==> src/rtl/mul_div_pkg.sv <==
// Shared definitions for the Execute-stage multiply/divide unit.
//   F3_*     : RV32M funct3 encodings
//   state_e  : sequencer states of the iterative unit
package mul_div_pkg;

   localparam logic [2:0] F3_MUL    = 3'b000;
   localparam logic [2:0] F3_MULH   = 3'b001;
   localparam logic [2:0] F3_MULHSU = 3'b010;
   localparam logic [2:0] F3_MULHU  = 3'b011;
   localparam logic [2:0] F3_DIV    = 3'b100;
   localparam logic [2:0] F3_DIVU   = 3'b101;
   localparam logic [2:0] F3_REM    = 3'b110;
   localparam logic [2:0] F3_REMU   = 3'b111;

   typedef enum logic [1:0] {
      IDLE = 2'd0,
      ITER = 2'd1,
      DONE = 2'd2
   } state_e;

endpackage

==> src/rtl/mul_div_step.sv <==
// One combinational iteration of the magnitude datapath.
//   is_div_i : 1 = restoring divide step, 0 = shift-add multiply step
//   acc_i    : {hi, lo} accumulator; multiply {partial, multiplier}, divide {remainder, dividend/quotient}
//   oper_i   : multiplicand magnitude (multiply) or divisor magnitude (divide)
//   acc_o    : accumulator after this iteration
module mul_div_step #(
   parameter int unsigned XLEN = 32
) (
   input  logic              is_div_i,
   input  logic [2*XLEN-1:0] acc_i,
   input  logic [XLEN-1:0]   oper_i,
   output logic [2*XLEN-1:0] acc_o
);

   logic [XLEN:0]   sum;
   logic [XLEN:0]   shifted;
   logic [XLEN-1:0] diff;
   logic            fits;

   always_comb begin
      // Multiply: add multiplicand on a set LSB, then shift the whole pair right (carry enters at top)
      sum     = {1'b0, acc_i[2*XLEN-1:XLEN]} + (acc_i[0] ? {1'b0, oper_i} : '0);
      // Divide: bring the next dividend bit into the partial remainder and trial-subtract
      shifted = {acc_i[2*XLEN-1:XLEN], acc_i[XLEN-1]};
      fits    = (shifted >= {1'b0, oper_i});
      diff    = shifted[XLEN-1:0] - oper_i;

      acc_o = {sum, acc_i[XLEN-1:1]};
      if (is_div_i) begin
         if (fits) begin
            acc_o = {diff, acc_i[XLEN-2:0], 1'b1};
         end else begin
            acc_o = {shifted[XLEN-1:0], acc_i[XLEN-2:0], 1'b0};
         end
      end
   end

endmodule

==> src/rtl/execute_mul_div_unit.sv <==
// Iterative RV32M multiply/divide unit sitting beside the ALU in Execute.
//   clk, reset         : clock, synchronous active-high reset
//   start, flush       : op request (IDLE only) and pipeline squash
//   funct3             : RV32M operation select
//   operand1, operand2 : rs1 value and ALU input-2 mux value
//   busy               : op in flight, drives the IF/ID/EX stall
//   done, result       : one-cycle completion pulse and registered result
module execute_mul_div_unit
   import mul_div_pkg::*;
#(
   parameter int unsigned XLEN = 32
) (
   input  logic            clk,
   input  logic            reset,
   input  logic            start,
   input  logic            flush,
   input  logic [2:0]      funct3,
   input  logic [XLEN-1:0] operand1,
   input  logic [XLEN-1:0] operand2,
   output logic            busy,
   output logic            done,
   output logic [XLEN-1:0] result
);

   localparam int unsigned     CNTW      = 6;
   localparam logic [CNTW-1:0] LAST_ITER = CNTW'(XLEN - 1);

   state_e              state_q;
   logic [CNTW-1:0]     cnt_q;
   logic [2*XLEN-1:0]   acc_q;
   logic [2*XLEN-1:0]   acc_d;
   logic [XLEN-1:0]     oper_q;
   logic [2:0]          funct3_q;
   logic                neg_q;
   logic                sa_q;
   logic                special_q;
   logic [XLEN-1:0]     spec_res_q;
   logic                busy_q;
   logic                done_q;
   logic [XLEN-1:0]     result_q;

   logic                a_signed;
   logic                b_signed;
   logic                sign_a;
   logic                sign_b;
   logic [XLEN-1:0]     mag_a;
   logic [XLEN-1:0]     mag_b;
   logic                div_zero;
   logic                div_ovf;
   logic [XLEN-1:0]     special_res;

   logic [2*XLEN-1:0]   prod;
   logic [XLEN-1:0]     quo;
   logic [XLEN-1:0]     rem;
   logic [XLEN-1:0]     fin_res;

   mul_div_step #(.XLEN(XLEN)) u_step (
      .is_div_i (funct3_q[2]),
      .acc_i    (acc_q),
      .oper_i   (oper_q),
      .acc_o    (acc_d)
   );

   // Request decode: operand signedness, magnitudes and the no-iteration divide cases
   always_comb begin
      a_signed = (funct3 == F3_MUL) || (funct3 == F3_MULH) || (funct3 == F3_MULHSU) ||
                 (funct3 == F3_DIV) || (funct3 == F3_REM);
      b_signed = (funct3 == F3_MUL) || (funct3 == F3_MULH) ||
                 (funct3 == F3_DIV) || (funct3 == F3_REM);
      sign_a   = a_signed & operand1[XLEN-1];
      sign_b   = b_signed & operand2[XLEN-1];
      mag_a    = sign_a ? -operand1 : operand1;
      mag_b    = sign_b ? -operand2 : operand2;
      div_zero = funct3[2] && (operand2 == '0);
      div_ovf  = ((funct3 == F3_DIV) || (funct3 == F3_REM)) &&
                 (operand1 == {1'b1, {(XLEN-1){1'b0}}}) && (operand2 == '1);
      special_res = '0;
      if (div_zero) begin
         special_res = funct3[1] ? operand1 : '1;
      end else if (div_ovf) begin
         special_res = funct3[1] ? '0 : operand1;
      end
   end

   // Sign fix-up and half/quotient/remainder selection on the finished accumulator
   always_comb begin
      prod = neg_q ? -acc_q : acc_q;
      quo  = acc_q[XLEN-1:0];
      rem  = acc_q[2*XLEN-1:XLEN];
      if (special_q) begin
         fin_res = spec_res_q;
      end else if (!funct3_q[2]) begin
         fin_res = (funct3_q == F3_MUL) ? prod[XLEN-1:0] : prod[2*XLEN-1:XLEN];
      end else if (funct3_q[1]) begin
         fin_res = sa_q ? -rem : rem;
      end else begin
         fin_res = neg_q ? -quo : quo;
      end
   end

   // Sequencer, operand latches and registered outputs
   always_ff @(posedge clk) begin
      if (reset) begin
         state_q    <= IDLE;
         cnt_q      <= '0;
         acc_q      <= '0;
         oper_q     <= '0;
         funct3_q   <= '0;
         neg_q      <= 1'b0;
         sa_q       <= 1'b0;
         special_q  <= 1'b0;
         spec_res_q <= '0;
         busy_q     <= 1'b0;
         done_q     <= 1'b0;
         result_q   <= '0;
      end else begin
         done_q <= 1'b0;
         if (flush) begin
            state_q <= IDLE;
            cnt_q   <= '0;
            busy_q  <= 1'b0;
         end else begin
            case (state_q)
               IDLE: begin
                  if (start) begin
                     funct3_q   <= funct3;
                     neg_q      <= sign_a ^ sign_b;
                     sa_q       <= sign_a;
                     special_q  <= div_zero | div_ovf;
                     spec_res_q <= special_res;
                     // Divide iterates on the dividend, multiply shifts the multiplier out of lo
                     acc_q      <= {{XLEN{1'b0}}, (funct3[2] ? mag_a : mag_b)};
                     oper_q     <= funct3[2] ? mag_b : mag_a;
                     cnt_q      <= '0;
                     busy_q     <= 1'b1;
                     state_q    <= (div_zero | div_ovf) ? DONE : ITER;
                  end
               end
               ITER: begin
                  acc_q <= acc_d;
                  if (cnt_q == LAST_ITER) begin
                     cnt_q   <= '0;
                     state_q <= DONE;
                  end else begin
                     cnt_q <= cnt_q + CNTW'(1);
                  end
               end
               DONE: begin
                  result_q <= fin_res;
                  done_q   <= 1'b1;
                  busy_q   <= 1'b0;
                  state_q  <= IDLE;
               end
               default: begin
                  state_q <= IDLE;
                  busy_q  <= 1'b0;
               end
            endcase
         end
      end
   end

   assign busy   = busy_q;
   assign done   = done_q;
   assign result = result_q;

endmodule

==> config.mk <==
export PLATFORM = sky130hd
export DESIGN_NAME = execute_mul_div_unit
export DESIGN_NICKNAME = d
export VERILOG_FILES = /design/src/rtl/mul_div_pkg.sv /design/src/rtl/mul_div_step.sv /design/src/rtl/execute_mul_div_unit.sv
export SDC_FILE = /design/constraint.sdc
export NUM_CORES = 1
export LEC_CHECK = 0
export CAP_MARGIN = 5
export CORE_MARGIN = 10
export CORE_UTILIZATION = 34
export CTS_BUF_LIST = sky130_fd_sc_hd__clkbuf_8 sky130_fd_sc_hd__clkbuf_16
export CTS_CLUSTER_SIZE = 12
export DETAILED_ROUTE_END_ITERATION = 10
export PLACE_DENSITY_LB_ADDON = 0.05
export SLEW_MARGIN = 0
export SYNTH_ARGS = -nofsm -noshare
export SYNTH_HDL_FRONTEND = slang
export SYNTH_HIERARCHICAL = 1
export SYNTH_SLANG_ARGS = --single-unit
==> constraint.sdc <==
create_clock -name clk -period 3.8 [get_ports clk]
set_clock_uncertainty 0.15 [all_clocks]
set_input_delay 0.76 -clock clk [delete_from_list [all_inputs] [get_ports clk]]
set_output_delay 0.76 -clock clk [all_outputs]
set_load 0.01 [all_outputs]
Word-level counts from Yosys, hierarchy flattened. Cells that the tools add are included.

Register bits after elaboration: 176. Bits of input ports: 71. Output and inout port bits: 34. Word-level logic and storage cells: 90.

Add/subtract/negate cells: 8. $lt $le $gt $ge: 1. Equal/unequal tests: 11. Muxes and demuxes: 30. Bitwise operators: 6. Reduce and logical (&&, ||, !) cells: 22.

Operators by type and width (count): $mux 32 (15); $mux 64 (4); $neg 32->32 (4); $pmux 64 s2 (1); $eq 32x32->1 const B (2); $neg 64->64 (1); $add 32x33->33 (1); $ge 33x32->1 (1); $logic_not 32->1 (1); $sub 32x32->32 (1); $mux 6 (2); $pmux 6 s2 (1); $reduce_and 2->1 (4); $logic_or 1x1->1 (7); $add 6x1->6 const B (1); $eq 3x3->1 const B (2); $eq 6x5->1 const B (1); $logic_not 3->1 (2); $mux 2 (3); $reduce_and 3->1 (2); $ne 2x2->1 const B (2); $pmux 2 s2 (1); $eq 3x1->1 const B (1); $eq 3x2->1 const B (1); 12 further kinds (17).

Depth between registers and ports, before layout.
Depth after elaboration: 10. Gate-level depth with buffers: 15. Gate-level depth less buffers: 15.

By module. The synthesis kept the hierarchy.

Modules (own cells, without submodules): execute_mul_div_unit (instances 1, cells an instance 1612, area an instance 11783.8 µm², sequential area each 3523.4 µm²); mul_div_step (instances 1, cells an instance 671, area an instance 4698.3 µm², sequential area each 0.0 µm²).

Least setup slack after synthesis. No wires, ideal clock.

Kind: register -> register. Start: register acc_q[0]. End: register acc_q[59]. Library setup time: 0.132 ns. Arrival: 3.295 ns. Required time: 3.518 ns. Setup slack: 0.223 ns. Cell stages (with the launch flop): 16. Path buffers: 1. Period minus slack after synthesis: 3.577 ns. Cell sequence: dfxtp_1 -> clkbuf_1 -> and2_1 -> ha_1 -> fa_1 -> a21o_1 -> a211oi_2 -> and4bb_1 -> o211ai_2 -> a211oi_2 -> o211ai_2 -> or4b_1 -> and4_1 -> a221o_1 -> nand3_1 -> a21oi_1.

Longest elaborated chain between the ends: 4.

Ends and longest elaborated chain: from (decl) (RTL line execute_mul_div_unit.sv:30) `logic [2*XLEN-1:0] acc_q;`; from (signal assigned) (RTL line execute_mul_div_unit.sv:132) `acc_q <= {{XLEN{1'b0}}, (funct3[2] ? mag_a : mag_b)};`; $mux 32 (RTL line mul_div_step.sv:22) `sum = {1'b0, acc_i[2*XLEN-1:XLEN]} + (acc_i[0] ? {1'b0, oper_i} : '0);`; $add 32x33->33 (RTL line mul_div_step.sv:22); $mux 64 (RTL line mul_div_step.sv:29) `if (is_div_i) begin`; via acc_d[59] (RTL line execute_mul_div_unit.sv:31) `logic [2*XLEN-1:0] acc_d;`; $pmux 64 s2 (RTL line execute_mul_div_unit.sv:123) `case (state_q)`.

The timed path passes the listed nets, and every way through them passes these cells. A chain may end at the register's enable or synchronous reset.

Worst setup path after layout.
Start: register acc_q[31]. End: register result_q[27] (netlist: result[27]).

Longest elaborated chain between the ends: 5.

Ends and longest elaborated chain: $neg 64->64 (RTL line execute_mul_div_unit.sv:87) `prod = neg_q ? -acc_q : acc_q;`; $mux 64 (RTL line execute_mul_div_unit.sv:87); $mux 32 (RTL line execute_mul_div_unit.sv:93) `fin_res = (funct3_q == F3_MUL) ? prod[XLEN-1:0] : prod[2*XLEN-1:XLEN];`; $mux 32 (RTL line execute_mul_div_unit.sv:92) `end else if (!funct3_q[2]) begin`; $mux 32 (RTL line execute_mul_div_unit.sv:90) `if (special_q) begin`; to (signal assigned) (RTL line execute_mul_div_unit.sv:149) `result_q <= fin_res;`; to (decl) (RTL line execute_mul_div_unit.sv:40) `logic [XLEN-1:0] result_q;`.

No other way between the ends.

==> results.env <==
YS.FLOP_TYPE='sky130_fd_sc_hd__dfxtp_1'
ROUTABILITYCONGESTION=0.964
CTS_MADE_BUFFERS=17
TIMING.CRITICAL_PATH.SLOWEST_CELL_DELAY_NS=0.95
TIMING.CRITICAL_PATH.FANOUT_MAX=13
WORST_EP_ARRIVAL_TIME_NS=4.04
MIN_DELAY_PATH_DEPTH=2
WORST_SLACK_NS=0.0514
AREA_GROWTH_SYN_TO_LAYOUT_PCT=21.7
GRT_ANTENNA_BEFORE_REPAIR=1
IR_WORST_VDD_V=0.000307
HTREEDEPTH=4
MULTIINPUTGATEAREA_UM2=12200
ROUTE.MET3.WL_UM=5490
DRT-WIRELENGTH-PER-CELL_UM=26.2
CTS_TREE='done'
DIE_AREA_UM2=57700
MAX-CLOCK-PATH-BUFFERS=2
YOSYS.AREA_SHARE.XOR_XNOR_PCT=9.51
ROUTED-VIA-COUNT=18742
CORE_REGION_AREA_UM2=47800
COMBINATIONAL_FAMILY_WITH_THE_MOST_AREA_AFTER_SYNTHESIS='compound AO/OA/AOI/OAI gates'
MAX_SLEW_VIO_COUNT=0
DIE-HEIGHT_UM=240
LAYOUT.AREA.SEQ_UM2=3530
CPMAXSTAGEDELAYCELL='sky130_fd_sc_hd__nor4_1'
POST_SYNTH_MUX_AREA_SHARE_PCT=5.79
GRT_START_MAX_NET_PINS=67
ASYNC_SET_OR_RESET_FLOP_FRACTION_IN_THE_SYNTHESIZED_NETLIST_PCT=0
LAYOUT-DRIVE-GT1-SHARE_PCT=14.4
DETAILEDPLACE.WORSTSLACK_NS=-0.110
PWR_DENSITY_CELL_nW_PER_UM2=298
HP-CLASS='register to register'
IOS=105
GLOBAL_ROUTE_WIRE_LENGTH_BEFORE_REPAIR_UM=118000
SETUP-VIOLATIONS-FINAL=0
NUM-FILL-CELLS=5051
FLOORPLAN.DIE.WIDTH_UM=240
TOPROUTINGLAYERUSED='met5'
WORST_PATH_DOMINANT_CELL_FAMILY='simple AND/OR/NAND/NOR gates'
SETUP.WORST_PATH.START_CLASS='register'
NETLIST_INSTANCES=2283
ROUTE.LAYER.MET1.WL_UM=37200
SYNTH_EDF_COUNT=0
ENDPOINT_KIND='register'
STD_CELL_ROWS=80
CP_NUM_BUF_INV=1
ANT_NETS=0
DRCVIOLATIONCOUNT=0
PATH_CELLS='buf_4, nor4_1, nand2b_1, or4_4, o31ai_1, xor2_1, o221ai_1, o2111a_1'
ROUTE.FINAL.WIRE_LENGTH_UM=80500
INITIAL_CORE_UTIL_PCT=34.4
PLACE.DETAILED.HPWL_UM=63100
STDCELL_COUNT=3080
CTS.REPORTEDPATHS.CLKPINSLEW_NS=0.08
PORT-BUFFER-COUNT=104
CTSROOTBUFFERMASTER='sky130_fd_sc_hd__clkbuf_16'
YOSYS_REGISTER_BITS=176
CLK-INSERTION-DELAY-LATE_NS=0.50
SYN-CELL-AREA_UM2=16500
DRT_ITER0_DRC=1860
SYNTH_WARNINGS=6
HOLD_VIOL=0
DRV.MAX_CAP_VIOLATION_COUNT=0
FINAL_NETS=2594
POWER.STATIC_LEAKAGE_nW=8.01
COMPLEX_GATE_FRACTION_OF_THE_SYNTHESIZED_AREA_PCT=28.1
ROUTED_LENGTH_ON_MET2_UM=35100
YOSYS.CELL_TYPES.COUNT=89
WORSTPATHREQUIRED_NS=4.09
PLACE_INST=3046
CRIT_CELLS=8
TRITONCTS_NUM_SINKS=176
SYNTH_ADDER_AREA_SHARE_PCT=5.56
CTSHOLDBUFFERS=0
KIND_OF_CRITICAL_PATH='register to register'
RUN_STATUS='complete, no violations'
WORST-SLEW-PIN-TRANSITION_NS=1.25
SIMPLE_GATE_SHARE_OF_THE_SYNTHESIZED_AREA_PCT=24.1
LAYOUT.CORE_UTILIZATION_PCT=41.9
DRTPASS1ITERATIONS=5
PERIOD_MINUS_SLACK_NS=3.75
TRACK_USAGE_PCT=27.3
TIMING.SLEW.HEADROOM_PCT=15.6
VIA_COUNT_OF_THE_FIRST_GLOBAL_ROUTING_PASS=17460
GRT_OVERFLOW_TOTAL=0
YS_SEQ_AREA_SHARE_PCT=21.4
SYNTHESIS.AREA_PER_INSTANCE_UM2=7.22
MAX_CLOCK_FREQ_MHz=267
LAYOUT_WORST_PATH_CYCLE_SHARE_PCT=98.6
POST_SYN_NETS=2426
ROUTE.DETAILED.VIAS_PER_INST=6.09
LOGIC_DEPTH_OF_THE_WORST_REGISTER_TO_REGISTER_PATH=8
[stage by stage]
step                      area [um2]  hold slack [ns]  total power [mW]  setup TNS [ns]
after floorplan                16500            0.278              3.17               0
after global placement         19300            0.281              4.04         -0.0827
after detailed placement       19300            0.282              4.03          -0.274
after CTS                      19900            0.295              5.96               0
after global routing           20100            0.321              6.22         -0.0661
final                          20100            0.294              5.98               0
[placed cells by master, fill, tap and decap left out, types with 35 or more instances in the layout]
| cell type | n |
|---|---|
| sky130_fd_sc_hd__a21o_1 | 44 |
| sky130_fd_sc_hd__dfxtp_1 | 173 |
| sky130_fd_sc_hd__nor3_1 | 58 |
| sky130_fd_sc_hd__ha_1 | 67 |
| sky130_fd_sc_hd__nand2_1 | 199 |
| sky130_fd_sc_hd__nor2_1 | 192 |
| sky130_fd_sc_hd__mux2_2 | 35 |
| sky130_fd_sc_hd__a21oi_1 | 212 |
| sky130_fd_sc_hd__mux2i_1 | 56 |
| sky130_fd_sc_hd__and2_1 | 40 |
| sky130_fd_sc_hd__clkdlybuf4s50_1 | 102 |
| sky130_fd_sc_hd__buf_4 | 203 |
| sky130_fd_sc_hd__nand3_1 | 85 |
| sky130_fd_sc_hd__xor2_1 | 75 |
| sky130_fd_sc_hd__a211oi_1 | 41 |
| sky130_fd_sc_hd__inv_1 | 73 |
| sky130_fd_sc_hd__xnor2_1 | 104 |
| sky130_fd_sc_hd__o21ai_0 | 158 |
| sky130_fd_sc_hd__or3_1 | 52 |
[worst min-delay path, stage by stage, from the launching register on]
cell and delay (ns):
sky130_fd_sc_hd__dfxtp_1 0.32, sky130_fd_sc_hd__nand2_1 0.05, sky130_fd_sc_hd__nand2_1 0.04
[worst paths after layout]
kind	slack [ns]	to	start
worst min register to register	0.29	result[4]$_SDFFE_PP0P_	result[4]$_SDFFE_PP0P_
worst min-delay path	0.29	result[4]$_SDFFE_PP0P_	result[4]$_SDFFE_PP0P_
worst max register to register	0.05	result[27]$_SDFFE_PP0P_	acc_q[31]$_SDFFE_PP0P_
worst max-delay path	0.05	result[27]$_SDFFE_PP0P_	acc_q[31]$_SDFFE_PP0P_
[synthesized netlist by cell type, types with 9 or more instances]
master                       n  area, um2
sky130_fd_sc_hd__a211oi_1   44        330
sky130_fd_sc_hd__a21o_1     44        330
sky130_fd_sc_hd__a21oi_1   215       1080
sky130_fd_sc_hd__a221oi_1   10       87.6
sky130_fd_sc_hd__a31oi_1    25        156
sky130_fd_sc_hd__and2_1     40        250
sky130_fd_sc_hd__and3_1     20        125
sky130_fd_sc_hd__buf_1      20       75.1
sky130_fd_sc_hd__clkbuf_1  131        492
sky130_fd_sc_hd__dfxtp_1   176       3520
sky130_fd_sc_hd__ha_1       70        876
sky130_fd_sc_hd__inv_1      73        274
sky130_fd_sc_hd__mux2_2     35        394
sky130_fd_sc_hd__mux2i_1    56        561
sky130_fd_sc_hd__nand2_1   200        751
sky130_fd_sc_hd__nand2b_1   18        113
sky130_fd_sc_hd__nand3_1    86        430
sky130_fd_sc_hd__nand4_1    30        188
sky130_fd_sc_hd__nor2_1    194        728
sky130_fd_sc_hd__nor2b_1    17        106
sky130_fd_sc_hd__nor3_1     61        305
sky130_fd_sc_hd__nor4_1     21        131
sky130_fd_sc_hd__o211ai_1   21        158
sky130_fd_sc_hd__o21a_1     16        120
sky130_fd_sc_hd__o21ai_0   159        796
sky130_fd_sc_hd__o21bai_1    9       67.6
sky130_fd_sc_hd__o221ai_1   14        123
sky130_fd_sc_hd__o22ai_1    20        125
sky130_fd_sc_hd__o31ai_1    37        278
sky130_fd_sc_hd__o41ai_1    17        149
sky130_fd_sc_hd__or2_2      14       87.6
sky130_fd_sc_hd__or3_1      52        325
sky130_fd_sc_hd__or4_1      21        158
sky130_fd_sc_hd__xnor2_1   104        911
sky130_fd_sc_hd__xor2_1     75        657
[where the power goes]
part | internal, mW | total [mW] | switching [mW]
Sequential | 1.93 | 2.06 | 0.138
Combinational | 0.776 | 1.99 | 1.22
Clock | 0.906 | 1.92 | 1.01
[cell type report]
type	instances	area share, %
Multi-Input combinational cell	1869	60.9
Sequential cell	176	17.6
Clock buffer	18	2.19
Tap cell	615	3.84
Clock inverter	14	0.817
Timing Repair Buffer	312	13.3
Antenna cell	1	0.0125
Inverter	75	1.40
[per-layer routing]
| metal | vias to the layer above | track usage [%] |
|---|---|---|
| met2 | 802 | 41.3 |
| met1 | 9101 | 38.5 |
| met4 | 2 | 9.49 |
| met5 | - | 0 |
| met3 | 129 | 3.88 |
| li1 | 8708 | - |
[cell families (layout without fill, tap and decap cells)]
family,Yosys count,in the layout
buffers and inverters,238,419
muxes,91,91
AOI/OAI and AO/OA,722,722
other,0,1
adders and majority gates,72,72
and+or+nand+nor,805,805
DFF,176,176
xor gates and xnor gates,179,179
[registers in the layout (all words and copies together), names as in the netlist, 2 cells and up]
name        count
cnt_q           6
funct3_q        3
oper_q         32
state_q         2
result         32
acc_q          64
spec_res_q     32
[what timing repair did]
item,CTS,global route
pin swaps,0,6
setup endpoints to repair,3,29
gates resized for setup,3,33
setup buffers,0,1
(Power assumes the default switching activity.)
